$ cat src/rtl/serial_demux16.sv
// serial_demux16: receive end of the 16:1 bit-select serialiser.
// Collects an LSB-first serial word into a staging register addressed by a
// select counter and presents the completed word with a one-cycle valid pulse.
module serial_demux16 #(
    parameter int unsigned WIDTH = 16,
    parameter int unsigned SEL_W = 4
) (
    input  logic             clk,
    input  logic             rst,
    input  logic             en,
    input  logic             frame,
    input  logic             din,
    output logic [SEL_W-1:0] sele,
    output logic             busy,
    output logic [WIDTH-1:0] dout,
    output logic             dout_valid,
    output logic             frame_err
);

    // One-hot-free encoding chosen so busy is the state flop itself
    localparam logic [0:0] IDLE  = 1'b0;
    localparam logic [0:0] SHIFT = 1'b1;

    localparam logic [SEL_W-1:0] SEL_LAST = SEL_W'(WIDTH - 1);
    localparam logic [SEL_W-1:0] SEL_ONE  = SEL_W'(1);

    logic [0:0]       state;
    logic [0:0]       state_n;
    logic [SEL_W-1:0] sele_n;
    logic [WIDTH-1:0] stage;
    logic [WIDTH-1:0] stage_n;
    logic [WIDTH-1:0] dout_n;
    logic             dout_valid_n;
    logic             frame_err_n;

    // State and output registers, synchronous reset
    always_ff @(posedge clk) begin
        if (rst) begin
            state      <= IDLE;
            sele       <= '0;
            stage      <= '0;
            dout       <= '0;
            dout_valid <= 1'b0;
            frame_err  <= 1'b0;
        end else begin
            state      <= state_n;
            sele       <= sele_n;
            stage      <= stage_n;
            dout       <= dout_n;
            dout_valid <= dout_valid_n;
            frame_err  <= frame_err_n;
        end
    end

    // Next-state: frame always restarts a word; last bit completes and returns to IDLE
    always_comb begin
        state_n      = state;
        sele_n       = sele;
        stage_n      = stage;
        dout_n       = dout;
        dout_valid_n = 1'b0;
        frame_err_n  = 1'b0;
        if (en) begin
            case (state)
                IDLE: begin
                    if (frame) begin
                        stage_n[0] = din;
                        sele_n     = SEL_ONE;
                        state_n    = SHIFT;
                    end
                end
                SHIFT: begin
                    if (frame) begin
                        // Mid-word frame: drop the partial word and restart at bit 0
                        frame_err_n = 1'b1;
                        stage_n[0]  = din;
                        sele_n      = SEL_ONE;
                    end else begin
                        stage_n[sele] = din;
                        if (sele == SEL_LAST) begin
                            dout_n       = {din, stage[WIDTH-2:0]};
                            dout_valid_n = 1'b1;
                            sele_n       = '0;
                            state_n      = IDLE;
                        end else begin
                            sele_n = sele + SEL_ONE;
                        end
                    end
                end
                default: begin
                    state_n = IDLE;
                    sele_n  = '0;
                end
            endcase
        end
    end

    assign busy = state[0];

endmodule
$ cat config.mk
export PLATFORM = sky130hd
export DESIGN_NAME = serial_demux16
export DESIGN_NICKNAME = d
export VERILOG_FILES = /design/src/rtl/serial_demux16.sv
export SDC_FILE = /design/constraint.sdc
export NUM_CORES = 1
export LEC_CHECK = 0
export CAP_MARGIN = 5
export CORE_AREA = 4 4 70 72
export CTS_CLUSTER_SIZE = 12
export DETAILED_ROUTE_END_ITERATION = 6
export DIE_AREA = 0 0 74 76
export DONT_BUFFER_PORTS = 1
export RECOVER_POWER = 50
export SETUP_SLACK_MARGIN = 0.02
export SLEW_MARGIN = 5
export SYNTH_ARGS = -nofsm -noshare
export SYNTH_HDL_FRONTEND = slang
export SYNTH_SLANG_ARGS = --single-unit
$ cat constraint.sdc
create_clock -name clk -period 1.7 [get_ports clk]
set_input_delay 0.255 -clock clk [delete_from_list [all_inputs] [get_ports clk]]
set_output_delay 0.255 -clock clk [all_outputs]
set_load 0.02 [all_outputs]
# Word-level counts from Yosys, hierarchy flattened
# Cells that the tools add are included.
[totals]
register_bits = 39
inputBits = 5
output_inout_bits = 23
wordCells = 36
[op_classes]
addsub = 1
magnitude_cmp = 2
n_eq_ne = 2
muxes = 15
bitwise_logic = 3
reduce_logical = 6
[ops]
columns = ["op", "count"]
rows = [
  ["16-bit bitwise mux", 1],
  ["4-bit 2-to-1 mux", 3],
  ["4-bit one-hot mux with 2 select lines", 1],
  ["1-bit 2-to-1 mux", 7],
  ["4-bit by 5-bit < comparator with 1-bit output, second input constant", 1],
  ["4-bit by 1-bit adder with 4-bit output, second input constant", 1],
  ["1-bit demux with 4-bit select", 1],
  ["4-bit == test, second input constant", 1],
  ["4-bit by 1-bit greater-or-equal comparator with 1-bit output, second input constant", 1],
  ["1-bit one-hot mux with 2 select lines", 2],
  ["4-bit AND reduction", 1],
  ["4-bit OR reduction", 1],
  ["1-bit NOT", 3],
  ["3-bit AND reduction", 1],
  ["3-bit OR reduction", 1],
  ["2-bit != test, second input constant", 1],
  ["2-bit AND reduction", 1],
  ["1-bit logical AND", 1],
]

# Longest topological paths before layout
[logic_depth]
depth_word = 7
depth_mapped = 6
mapped_depth_nobuf = 5

# Worst setup path after synthesis
# No wires, ideal clock.
[synth_timing]
path_kind = "flip-flop to flip-flop"
startpoint = "register sele[1]"
endpoint = "register dout[15]"
setup_time_ns = 0.069
arrival_ns = 1.419
required_ns = 1.631
slack_ns = 0.212
stages_incl_launch_ff = 7
n_path_buf = 2
synth_period_minus_slack_ns = 1.488
path_cell_list = "dfxtp_1 ha_1 nand4b_1 or2_1 buf_6 buf_6 o21ai_1"
[synth_between]
elab_chain_len = 2
[synth_rtl]
columns = ["item", "line_no", "rtl"]
rows = [
  ["from (decl)", "13", "output logic [SEL_W-1:0] sele,"],
  ["from (signal assigned)", "47", "sele <= sele_n;"],
  ["4-bit == test", "80", "if (sele == SEL_LAST) begin"],
  ["4-bit AND reduction (no source line)", "n/a", ""],
  ["to (signal assigned)", "49", "dout <= dout_n;"],
  ["to (decl)", "15", "output logic [WIDTH-1:0] dout,"],
]
# No other way between the ends.
# A chain may end at the register's enable or synchronous reset.

# Worst setup path after layout
[layout_timing]
startpoint = "register sele[2]"
endpoint = "output port sele[2]"
# No word-level cell between the ends.

==> impl_metrics.ini <==
[drt]
vias = 1252
routed_via_density = 5.217
drc = 0
routedWlPerCell_um = 14.50
drtAntennaViolNets = 0
drtIter0Drc = 39
routed_wl_mm = 3.481
first_pass_iters = 4

[job]
maxCapViolations = 0

[sta]
worst_pin_slew_ps = 590.2
fin_skew_ps = 6.374
hold_violations = 0
rsz0062_at_grt = no
hold_ws_ps = 40.93
period_minus_slack_ps = 1519
tns_ps = 0
fmax_mhz = 658.3
max_slew_margin_pct = 60.66
drv_slew = 0
fin_crit_sh_pct = 89.36
setup_viol = 0

[worst_hold_path]
worstHoldPathType = in2reg

[die]
io_pins = 28
rows = 24
core_um2 = 4294
die_h_um = 76
start_util_pct = 39.28
die_x_um = 74
dieArea_um2 = 5624

[logic_synthesis]
synth_fp_nets = 198
synthAdderAreaFrac_pct = 2.967
yosys.area.top_type = dfxtp_1
synth_xor_area_share_pct = 0
yosysSeqAreaShare_pct = 45.10
ys_warn_count = 0
synth_area_leaders = dfxtp_1 45%, mux2i_1 8.9%, o21ai_0 8.3%, nand2b_1 6.7%, nor2b_1 5.9%
synth_area_um2 = 1687
ys_types = 27
synth_top_area_share_pct = 45.10
avgSynthCellArea_um2 = 8.924
yosys.area_share.simple_pct = 23.15
synthCells = 189
synthMuxAreaShare_pct = 8.902
ys_ff_latch = 38
synth_top_family_by_area = simple AND/OR/NAND/NOR gates
synth-compound-area-share_pct = 13.43

[final_layout]
nFillCells = 429
areaGrowthSynthToFinish_pct = 8.160
diodes = 0
drive_gt1_share_pct = 7.979
final_nets = 197

[global_routing]
antenna_found_initial = 0
grt_overflow_total = 0
grt_pass1_vias = 1271
grt_pass1_wl_mm = 5.954
grt_max_degree = 40
grt_use_total_pct = 13.56

[critical_path]
slowest_stage = clkbuf_1
worstPathRequired_ps = 1440
start_kind = register
cpPeakStageDelay_ps = 400
ff2ff_setup_slack_ps = 230
worst_ep_arrival_time_ps = 1260
crit_chain = clkbuf_1, buf_4
end_kind = output port
critPathKind = reg2out
critPathMaxFanout = 11

[pwr]
clock_power_share_pct = 45.0
p_sw_share_pct = 19.96
comb_power_share_pct = 3.1
p_leak_nw = 0.6080
power.switching_mw = 0.3463
sequentialPowerShare_pct = 51.8
vdd_drop_max_uv = 463.2
power_density_nw_per_um2 = 950.7
p_int_mw = 1.388

[clocking]
htree_levels = 2
clk_pin_slew_ps = 70
cts_tree = built
cts_setup_buffers = 0
cts_buffers = 5
clkSinkCount = 38
cts_hold_buf = 0
cts_buffer_depth = 2
cts.repair.resized = 0
cts-root-buf = clkbuf_8
insertion_delay_ps = 290

[place]
gp_congestion = 0.6995
hpwlAfterDp_mm = 2.325
port_buffers = 0

[status]
outcome = finished clean
==> layout make-up <==
type                            instances  area, um2  share of cell area, %
Sequential cell                        38      760.7                  41.70
Multi-Input combinational cell        131      822.0                  45.06
Clock inverter                          1      30.03                  1.646
Timing Repair Buffer                    9      52.55                  2.881
Clock buffer                            6      82.58                  4.527
Inverter                                3      11.26                 0.6173
Tap cell                               52      65.06                  3.567
==> cell families (layout without fill, tap and decap cells) <==
kind of cell               after synthesis  after routing
and+or+nand+nor                         67             67
AOI/OAI and AO/OA                       45             45
adders and majority gates                4              4
DFF                                     38             38
muxes                                   15             15
buffers and inverters                   20             19
==> cell usage in the layout (no fill, tap or decap), drive strengths merged <==
cell type and n:
dfxtp 38, o21ai 38, nand2b 18, nor2b 16, mux2i 15, nor2 12
clkbuf 10, a21oi 6, nand4b 5, buf 5, nand2 5, ha 4
inv 3, nor3 3, nand3 2, or2 2, nand4 1, a31oi 1
or3 1, nor3b 1, nor4bb 1, bufinv 1
==> worst paths after layout <==
| check | cells after the start | end | from |
|---|---|---|---|
| min reg2reg | 2 | stage[14] | stage[14] |
| max | 2 | sele[2] | sele[2] |
| max reg2reg | 4 | stage[6] | busy |
| min | 1 | sele[2] | rst |
==> critical path: cells and delay by family, from the launching register on <==
| family | cells | cell delay, ps |
|---|---|---|
| buffers and inverters | 2 | 630 |
| DFF | 1 | 340 |
==> Yosys cell counts, drive strengths merged <==
cell / count
buf: 10
nor2: 12
inv: 3
nand4b: 5
a21oi: 6
or3: 1
or2: 2
mux2i: 15
dfxtp: 38
nor3: 3
nand4: 1
nor2b: 16
nand3: 2
nand2b: 18
nor4bb: 1
o21ai: 38
clkbuf: 7
nor3b: 1
ha: 4
nand2: 5
a31oi: 1
==> power groups by stage <==
stage               clock network, mW  logic, mW  registers (mW)
detailed placement                  0     0.0568           0.920
CTS                             0.805     0.0569           0.899
global placement                    0     0.0559           0.920
floorplan                           0     0.0534           0.926
global route                    0.845     0.0597           0.899
finish                          0.781     0.0543           0.899
==> metrics by stage <==
step | setup WS [ps] | instance area, um2 | util [%] | power (mW) | cells
after floorplan | 211.8 | 1687 | - | 0.9792 | 189
after global placement | 218.9 | 1722 | 40.09 | 0.9756 | 233
after detailed placement | 151.6 | 1722 | 40.09 | 0.9770 | 233
after CTS | 141.8 | 1834 | 42.72 | 1.761 | 240
after global routing | 46.73 | 1824 | 42.48 | 1.804 | 240
final | 180.8 | 1824 | 42.48 | 1.734 | 240
==> routing by layer <==
layer / part of all wire [%] / GRT usage [%] / vias to the layer above
met5: 0 / 0 / -
met4: 1.3 / 4.348 / 0
met3: 5.1 / 5.013 / 4
met2: 50 / 23.14 / 26
met1: 44 / 15.29 / 591
li1: - / - / 631
==> sequential cells by signal, indices dropped and copies added (netlist names) <==
name	count
busy	1
stage	15
sele	4
dout_valid	1
dout	16
frame_err	1
(Power assumes the default switching activity.)
